`src/rtl/mem_arb_if.sv`:
```
// CPU, DMA and memory-side signal bundle for the mem_arb single-port memory arbiter.
// slave = the arbiter's view; master = the requester/memory side.
interface mem_arb_if #(
  parameter int AW = 16,
  parameter int DW = 16
);
  logic          cpu_req;
  logic          cpu_we;
  logic [AW-1:0] cpu_addr;
  logic [DW-1:0] cpu_wdata;
  logic [DW-1:0] cpu_rdata;
  logic          cpu_ack;

  logic          dma_req;
  logic          dma_we;
  logic [AW-1:0] dma_addr;
  logic [DW-1:0] dma_wdata;
  logic [DW-1:0] dma_rdata;
  logic          dma_ack;

  logic          mem_en;
  logic          mem_we;
  logic [AW-1:0] mem_addr;
  logic [DW-1:0] mem_wdata;
  logic [DW-1:0] mem_rdata;

  logic          busy;
  logic          owner;

  modport slave (
    input  cpu_req, cpu_we, cpu_addr, cpu_wdata,
    input  dma_req, dma_we, dma_addr, dma_wdata,
    input  mem_rdata,
    output cpu_rdata, cpu_ack, dma_rdata, dma_ack,
    output mem_en, mem_we, mem_addr, mem_wdata,
    output busy, owner
  );

  modport master (
    output cpu_req, cpu_we, cpu_addr, cpu_wdata,
    output dma_req, dma_we, dma_addr, dma_wdata,
    output mem_rdata,
    input  cpu_rdata, cpu_ack, dma_rdata, dma_ack,
    input  mem_en, mem_we, mem_addr, mem_wdata,
    input  busy, owner
  );
endinterface

```
`src/rtl/mem_arb.sv`:
```
// CPU/DMA arbiter for one single-port data memory with WAIT_CYC extra access cycles.
// Define MEM_ARB_CPU_PRIO_EN for fixed CPU priority; default build is round-robin.
module mem_arb #(
  parameter int AW       = 16,
  parameter int DW       = 16,
  parameter int WAIT_CYC = 1
) (
  input  logic      clk,
  input  logic      rst_n,
  mem_arb_if.slave  bus
);
  localparam int CW = 4;

  typedef enum logic [1:0] {
    IDLE   = 2'd0,
    ACCESS = 2'd1,
    DONE   = 2'd2
  } state_t;

  state_t        state_q, state_d;
  logic [CW-1:0] cnt_q;
  logic          owner_q;
  logic          last_owner_q;
  logic          we_q;
  logic [AW-1:0] addr_q;
  logic [DW-1:0] wdata_q;
  logic [DW-1:0] cpu_rdata_q;
  logic [DW-1:0] dma_rdata_q;
  logic          any_req;
  logic          grant_dma;
  logic          access_end;

  assign any_req = bus.cpu_req | bus.dma_req;

`ifdef MEM_ARB_CPU_PRIO_EN
  assign grant_dma = bus.dma_req & ~bus.cpu_req;
`else
  // On a tie the requester that was not served last wins.
  assign grant_dma = bus.dma_req & (~bus.cpu_req | ~last_owner_q);
`endif

  assign access_end = (state_q == ACCESS) && (cnt_q == '0);

  always_ff @(posedge clk or negedge rst_n) begin
    if (!rst_n) state_q <= IDLE;
    else        state_q <= state_d;
  end

  always_comb begin
    // NOTE: defaulting state_d first covers every path, so no latch is inferred.
    state_d = state_q;
    case (state_q)
      IDLE:    if (any_req) state_d = ACCESS;
      ACCESS:  if (cnt_q == '0) state_d = DONE;
      DONE:    state_d = IDLE;
      default: state_d = IDLE;
    endcase
  end

  // Request latch, wait counter and per-requester read-data holding registers.
  always_ff @(posedge clk or negedge rst_n) begin
    if (!rst_n) begin
      // NOTE: sequential state always uses non-blocking assignments to avoid races.
      cnt_q        <= '0;
      owner_q      <= 1'b0;
      last_owner_q <= 1'b1;
      we_q         <= 1'b0;
      addr_q       <= '0;
      wdata_q      <= '0;
      cpu_rdata_q  <= '0;
      dma_rdata_q  <= '0;
    end else begin
      if (state_q == IDLE && any_req) begin
        owner_q <= grant_dma;
        we_q    <= grant_dma ? bus.dma_we    : bus.cpu_we;
        addr_q  <= grant_dma ? bus.dma_addr  : bus.cpu_addr;
        wdata_q <= grant_dma ? bus.dma_wdata : bus.cpu_wdata;
        cnt_q   <= CW'(WAIT_CYC);
      end else if (state_q == ACCESS && cnt_q != '0) begin
        cnt_q <= cnt_q - CW'(1);
      end

      if (access_end) begin
        last_owner_q <= owner_q;
        if (!we_q) begin
          if (owner_q) dma_rdata_q <= bus.mem_rdata;
          else         cpu_rdata_q <= bus.mem_rdata;
        end
      end
    end
  end

  assign bus.mem_en    = (state_q == ACCESS);
  assign bus.mem_we    = (state_q == ACCESS) && we_q;
  assign bus.mem_addr  = addr_q;
  assign bus.mem_wdata = wdata_q;
  assign bus.cpu_ack   = (state_q == DONE) && !owner_q;
  assign bus.dma_ack   = (state_q == DONE) && owner_q;
  assign bus.cpu_rdata = cpu_rdata_q;
  assign bus.dma_rdata = dma_rdata_q;
  assign bus.busy      = (state_q != IDLE);
  assign bus.owner     = owner_q;
endmodule

```
`src/flat_wrapper.sv`:
```
// flat-port wrapper written by rule: the top's interface ports become plain ports
module mem_arb_flat 
#(
  parameter int AW       = 16,
  parameter int DW       = 16,
  parameter int WAIT_CYC = 1
)
  (clk, rst_n, bus_cpu_req, bus_cpu_we, bus_cpu_addr, bus_cpu_wdata, bus_dma_req, bus_dma_we, bus_dma_addr, bus_dma_wdata, bus_mem_rdata, bus_cpu_rdata, bus_cpu_ack, bus_dma_rdata, bus_dma_ack, bus_mem_en, bus_mem_we, bus_mem_addr, bus_mem_wdata, bus_busy, bus_owner);
  mem_arb_if #(.AW(AW), .DW(DW)) bus_i ();
  input  logic clk;
  input  logic rst_n;
  input wire logic [$bits(bus_i.cpu_req)-1:0] bus_cpu_req;
  input wire logic [$bits(bus_i.cpu_we)-1:0] bus_cpu_we;
  input wire logic [$bits(bus_i.cpu_addr)-1:0] bus_cpu_addr;
  input wire logic [$bits(bus_i.cpu_wdata)-1:0] bus_cpu_wdata;
  input wire logic [$bits(bus_i.dma_req)-1:0] bus_dma_req;
  input wire logic [$bits(bus_i.dma_we)-1:0] bus_dma_we;
  input wire logic [$bits(bus_i.dma_addr)-1:0] bus_dma_addr;
  input wire logic [$bits(bus_i.dma_wdata)-1:0] bus_dma_wdata;
  input wire logic [$bits(bus_i.mem_rdata)-1:0] bus_mem_rdata;
  output wire logic [$bits(bus_i.cpu_rdata)-1:0] bus_cpu_rdata;
  output wire logic [$bits(bus_i.cpu_ack)-1:0] bus_cpu_ack;
  output wire logic [$bits(bus_i.dma_rdata)-1:0] bus_dma_rdata;
  output wire logic [$bits(bus_i.dma_ack)-1:0] bus_dma_ack;
  output wire logic [$bits(bus_i.mem_en)-1:0] bus_mem_en;
  output wire logic [$bits(bus_i.mem_we)-1:0] bus_mem_we;
  output wire logic [$bits(bus_i.mem_addr)-1:0] bus_mem_addr;
  output wire logic [$bits(bus_i.mem_wdata)-1:0] bus_mem_wdata;
  output wire logic [$bits(bus_i.busy)-1:0] bus_busy;
  output wire logic [$bits(bus_i.owner)-1:0] bus_owner;
  assign bus_i.cpu_req = bus_cpu_req;
  assign bus_i.cpu_we = bus_cpu_we;
  assign bus_i.cpu_addr = bus_cpu_addr;
  assign bus_i.cpu_wdata = bus_cpu_wdata;
  assign bus_i.dma_req = bus_dma_req;
  assign bus_i.dma_we = bus_dma_we;
  assign bus_i.dma_addr = bus_dma_addr;
  assign bus_i.dma_wdata = bus_dma_wdata;
  assign bus_i.mem_rdata = bus_mem_rdata;
  assign bus_cpu_rdata = bus_i.cpu_rdata;
  assign bus_cpu_ack = bus_i.cpu_ack;
  assign bus_dma_rdata = bus_i.dma_rdata;
  assign bus_dma_ack = bus_i.dma_ack;
  assign bus_mem_en = bus_i.mem_en;
  assign bus_mem_we = bus_i.mem_we;
  assign bus_mem_addr = bus_i.mem_addr;
  assign bus_mem_wdata = bus_i.mem_wdata;
  assign bus_busy = bus_i.busy;
  assign bus_owner = bus_i.owner;
  mem_arb #(.AW(AW), .DW(DW), .WAIT_CYC(WAIT_CYC)) u_core (.clk(clk), .rst_n(rst_n), .bus(bus_i));
endmodule
```
`config.mk`:
```
export PLATFORM = sky130hd
export DESIGN_NAME = mem_arb_flat
export DESIGN_NICKNAME = d
export VERILOG_FILES = /design/src/rtl/mem_arb_if.sv /design/src/rtl/mem_arb.sv /design/src/flat_wrapper.sv
export SDC_FILE = /design/constraint.sdc
export NUM_CORES = 1
export LEC_CHECK = 0
export CORE_UTILIZATION = 35
export DETAILED_ROUTE_END_ITERATION = 7
export HOLD_SLACK_MARGIN = 0.02
export PLACE_DENSITY = 0.67
export RECOVER_POWER = 25
export SYNTH_ARGS = -nofsm -noshare
export SYNTH_HDL_FRONTEND = slang
export SYNTH_SLANG_ARGS = --single-unit
```
`constraint.sdc`:
```
create_clock -name clk -period 2.3 [get_ports clk]
set_input_delay 0.46 -clock clk [delete_from_list [all_inputs] [get_ports clk]]
set_output_delay 0.46 -clock clk [all_outputs]
set_load 0.005 [all_outputs]
```
* After elaboration in Yosys (flattened, before gate mapping)
Cells that the tools add are included.
** Cells by class
- Eq/ne operators :: 4
- $add $sub $neg :: 1
- Bitwise logic cells :: 7
- Reduce and logical (&&, ||, !) cells :: 15
- Muxes and demuxes :: 8
** Operator list (count)
- $mux W16 :: 2
- $mux W4 :: 2
- $logic_and A1 B1 Y1 :: 6
- $reduce_and A3 Y1 :: 2
- $logic_not A4 Y1 :: 1
- $mux W2 :: 2
- $ne A2 B1 Y1 const B :: 2
- $not A1 Y1 :: 4
- $pmux W2 S2 :: 1
- $reduce_bool A2 Y1 :: 2
- $reduce_bool A4 Y1 :: 1
- $sub A4 B1 Y4 const B :: 1
- $eq A2 B1 Y1 const B :: 1
- $eq A2 B2 Y1 const B :: 1
- $logic_not A2 Y1 :: 1
- $or A1 B1 Y1 :: 2
- $reduce_and A2 Y1 :: 1
- $and A1 B1 Y1 :: 1
- $logic_not A1 Y1 :: 1
- $mux W1 :: 1
** Word-level totals
- Output and inout port bits :: 70
- Register bits after elaboration :: 73
- Word-level logic and storage cells :: 44

* Logic depth before layout (Yosys ltp)
Gate-level depths: netlist of run 1.
- Depth in word-level cells :: 4
- Depth in mapped cells :: 7
- Depth with buffers taken out :: 5

* Least setup slack after synthesis of run 1
No wires, ideal clock.
- Kind :: reg2reg
- Start :: reg u_core.cnt_q[0]
- End :: reg u_core.dma_rdata_q[10] (netlist: u_core.bus.dma_rdata[10])
- Path buffers :: 2
- Arrival :: 1818 ps
- Clock period less this slack :: 1944 ps
- Slack :: 356 ps
- Stages on the path, launching flop included :: 8
- Required time :: 2175 ps
- Cells stage by stage :: dfrtp_1 inv_1 ha_1 nand2b_1 or4_4 buf_6 buf_12 mux2_4
** Between the ends
- Longest elaborated chain between the ends :: 3
** RTL lines
- start, declared :: RTL line mem_arb.sv:21 : logic [CW-1:0] cnt_q;
- start signal, assigned :: RTL line mem_arb.sv:78 : cnt_q <= CW'(WAIT_CYC);
- start signal, assigned :: RTL line mem_arb.sv:80 : cnt_q <= cnt_q - CW'(1);
- $logic_not A4 Y1 :: RTL line mem_arb.sv:42 : assign access_end = (state_q == ACCESS) && (cnt_q == '0);
- $logic_and A1 B1 Y1 :: RTL line mem_arb.sv:42
- $reduce_and A3 Y1 (no source line)
- end signal, assigned :: RTL line mem_arb.sv:86 : if (owner_q) dma_rdata_q <= bus.mem_rdata;
- end, declared :: RTL line mem_arb.sv:28 : logic [DW-1:0] dma_rdata_q;
Every way passes these cells.
A chain may end at the register's enable or synchronous reset.

* Worst setup path in the final report of run 1
- Start :: reg u_core.state_q[0]
- End :: out bus_mem_we
** Between the ends
- Longest elaborated chain between the ends :: 2
** RTL lines
- start, declared :: RTL line mem_arb.sv:20 : state_t state_q, state_d;
- start signal, assigned :: RTL line mem_arb.sv:46 : else state_q <= state_d;
- $eq A2 B1 Y1 :: RTL line mem_arb.sv:94 : assign bus.mem_we = (state_q == ACCESS) && we_q;
- $logic_and A1 B1 Y1 :: RTL line mem_arb.sv:94
- end, declared :: RTL line flat_wrapper.sv:26 : output wire logic [$bits(bus_i.mem_we)-1:0] bus_mem_we;
Every way passes these cells.

==> out/metrics.cfg, run 1 <==
[outcome]
status=complete, but fails checks
violations=design-rule violations, max-capacitance violations, max-slew violations

[timing]
holdWs_ns=0.503
finalHoldViolCount=0
relSlewSlack=-0.264
setup_tns_ns=0
max_freq_ghz=0.463
finalCritPeriodShare=0.939
period_minus_slack_ns=2.16
finalSetupViolCount=0
tightest_slew_ns=1.90
rsz0062_at_grt=no
drv_slew=33
skew_ns=0.0106

[global_routing]
gr-total-overflow=0
grt_pass1_wl_um=14000
grt_max_degree=42
antenna_found_initial=0
grt_pass1_vias=2795
grtUsageTotal=0.183

[min_path]
hp-class=flip-flop to flip-flop

[critical_path]
cp_top_family=buffers and inverters
path_cells=nor2b_1, and2_1, clkdlybuf4s50_1
critPathMaxStageDelay_ns=0.49
criticalPathCategory=flip-flop to output port
cp-end-kind=output port
cpMaxStageDelayCell=clkdlybuf4s50_1
cp.arrival_ns=1.70
startpoint_type=flip-flop
cp.buffers_inverters=1
cp_max_fo=5
required_ns=1.84

[detailed_routing]
drt_pre_antenna_iters=6
drt_wl_total_um=8390
drt_iter0_markers=77
drt.antenna.violating_nets=0
avgViaCountPerCell=5.02
vias=2647
avgRoutedWirePerCell_um=15.9
drc=11

[cells_and_area]
post_route_cells_drive_above_1_share=0.153
stdcell_area_um2=5180
fin_nets=502
layout_commonest_cell=clkdlybuf4s50_1
antennaDiodeCount=0
final_cell_mix=154 x clkdlybuf4s50_1, 72 x dfrtp_1, 70 x o21ai_0
post-route-util=0.585
fin_cells=527
syn_to_final_growth_pct=60.1
fillerInstances=778

[floorplanning]
ios=156
dieArea_um2=9630
die_y_um=98.1
die_w_um=98.1
initial_core_util=0.365
num_rows=34
coreArea_um2=8850

[logic_synthesis]
synth_cells=256
synth_area_um2=3230
async_flop_share=1.00
synth_ff_type=dfrtp_1
yosysSeqAreaShare=0.565
syn-num-nets=344
synth_edf_count=0
yosysWarnings=0
postSynthAreaPerCell_um2=12.6
yosysUniqueCellTypes=30
ys_seq_elements=73

[clocking]
numCtsBuffers=9
htree_levels=3
cts_tree=done
cts-root-buf=clkbuf_8
worstSkewPairLatency_ns=0.34
ctsResizeCount=0
cts_setup_buffers=0
cts-hold-fix-buffers=0
cts_buffer_depth=2
cts_sinks=73
clk_pin_slew_ns=0.08

[pwr]
p_sw_frac=0.301
power.switching_w=0.00191
power_density_nw_per_um2=1220
p_int_w=0.00443
power.share.clock=0.176
pwr-share-comb=0.463
seq_power_share=0.361
peakVddDrop_v=0.000432
leakagePower_nw=2.19

[place]
placedInstanceArea_um2=4960
dpl.hpwl_um=6140
dp_cells=511
gp_congestion=0.741
portBuffers=155

[flow_run]
maxCapViolCount=1

-- layout make-up --
type | instances | area (µm²) | share of cell area
Clock buffer | 13 | 159 | 0.0307
Clock inverter | 3 | 65.1 | 0.0126
Inverter | 4 | 15.0 | 0.00290
Multi-Input combinational cell | 163 | 1320 | 0.255
Sequential cell | 73 | 1830 | 0.353
Tap cell | 108 | 135 | 0.0261
Timing Repair Buffer | 163 | 1660 | 0.320
-- state kept, by name, summed over array words and instances (netlist names) --
name and cells:
u_core.bus.cpu_rdata 16, u_core.we_q 1, u_core.bus.mem_addr 16, u_core.state_q 2
u_core.cnt_q 4, u_core.bus.mem_wdata 16, u_core.bus.dma_rdata 16, u_core.last_owner_q 1
u_core.bus.owner 1
-- path summary, 6_finish.rpt --
path                                                            end  depth (start not counted)  slack [ns]                                 from
worst max-delay path                                     bus_mem_we                          3        0.14        u_core.state_q[0]$_DFFE_PN0P_
worst min-delay path            u_core.bus.mem_addr[14]$_DFFE_PN0P_                          2        0.50  u_core.bus.mem_addr[14]$_DFFE_PN0P_
worst max register to register  u_core.bus.dma_rdata[7]$_DFFE_PN0P_                          5        0.29          u_core.cnt_q[0]$_DFFE_PN0P_
worst min register to register  u_core.bus.mem_addr[14]$_DFFE_PN0P_                          2        0.50  u_core.bus.mem_addr[14]$_DFFE_PN0P_
max in group asynchronous       u_core.bus.mem_wdata[9]$_DFFE_PN0P_                          1        0.56                                rst_n
min in group asynchronous       u_core.bus.dma_rdata[6]$_DFFE_PN0P_                          1        0.63                                rst_n
-- per-layer routing --
metal	vias to the layer above	wire, µm	track usage
li1	1233	-	-
met1	1279	3570	0.229
met2	125	3720	0.284
met3	10	1000	0.0723
met4	0	102	0.0699
met5	-	0	0
-- synthesized netlist by cell type, types with 2 or more instances --
| cell type | number | area [µm²] |
|---|---|---|
| o21ai_0 | 70 | 350 |
| inv_1 | 3 | 11.3 |
| clkbuf_1 | 10 | 37.5 |
| nand2_1 | 2 | 7.51 |
| nor3b_1 | 2 | 15.0 |
| mux2_4 | 10 | 150 |
| ha_1 | 2 | 25.0 |
| buf_2 | 4 | 20.0 |
| mux2i_1 | 34 | 340 |
| dfrtp_1 | 72 | 1800 |
| mux2_2 | 24 | 270 |
| nor2_1 | 5 | 18.8 |
-- power groups by stage --
stage | sequential, W | clock [W] | combinational (W)
2_1_floorplan | 0.00231 | 0 | 0.00119
3_3_place_gp | 0.00229 | 0 | 0.00291
3_5_place_dp | 0.00231 | 0 | 0.00297
4_1_cts | 0.00229 | 0.00116 | 0.00298
5_1_grt | 0.00238 | 0.00121 | 0.00320
6_report | 0.00229 | 0.00112 | 0.00294
-- cell families after synthesis --
family / synth area share
AOI/OAI and AO/OA: 0.122
DFF: 0.565
muxes: 0.235
buffers and inverters: 0.0321
and+or+nand+nor: 0.0375
adders and majority gates: 0.00774
-- metrics by stage --
step                      power, W  setup slack, ns
after global placement     0.00520            0.334
after CTS                  0.00643           0.0929
after global routing       0.00680           0.0106
after detailed placement   0.00528            0.263
final                      0.00634            0.140
after floorplan            0.00350            0.356
-- worst min-delay path: stages (launching register included) --
cell	delay [ns]
dfrtp_1	0.34
o21ai_0	0.07
o21ai_0	0.06
Note: power is estimated with default switching activity, not from simulation.
==> run 2: changes to the inputs <==
--- a/config.mk
+++ b/config.mk
@@ -10,6 +10,7 @@
 export HOLD_SLACK_MARGIN = 0.02
 export PLACE_DENSITY = 0.67
 export RECOVER_POWER = 25
+export SKIP_LAST_GASP = 1
 export SYNTH_ARGS = -nofsm -noshare
 export SYNTH_HDL_FRONTEND = slang
 export SYNTH_SLANG_ARGS = --single-unit
==> results of run 2 <==
Same layout as run 1: the final DEF is identical, and so are final timing and power.
==> run 3: changes to the inputs <==
--- a/config.mk
+++ b/config.mk
@@ -7,6 +7,7 @@
 export LEC_CHECK = 0
 export CORE_UTILIZATION = 35
 export DETAILED_ROUTE_END_ITERATION = 7
+export GPL_TIMING_DRIVEN = 1
 export HOLD_SLACK_MARGIN = 0.02
 export PLACE_DENSITY = 0.67
 export RECOVER_POWER = 25
==> results of run 3 <==
Same layout as run 1: the final DEF is identical, and so are final timing and power.
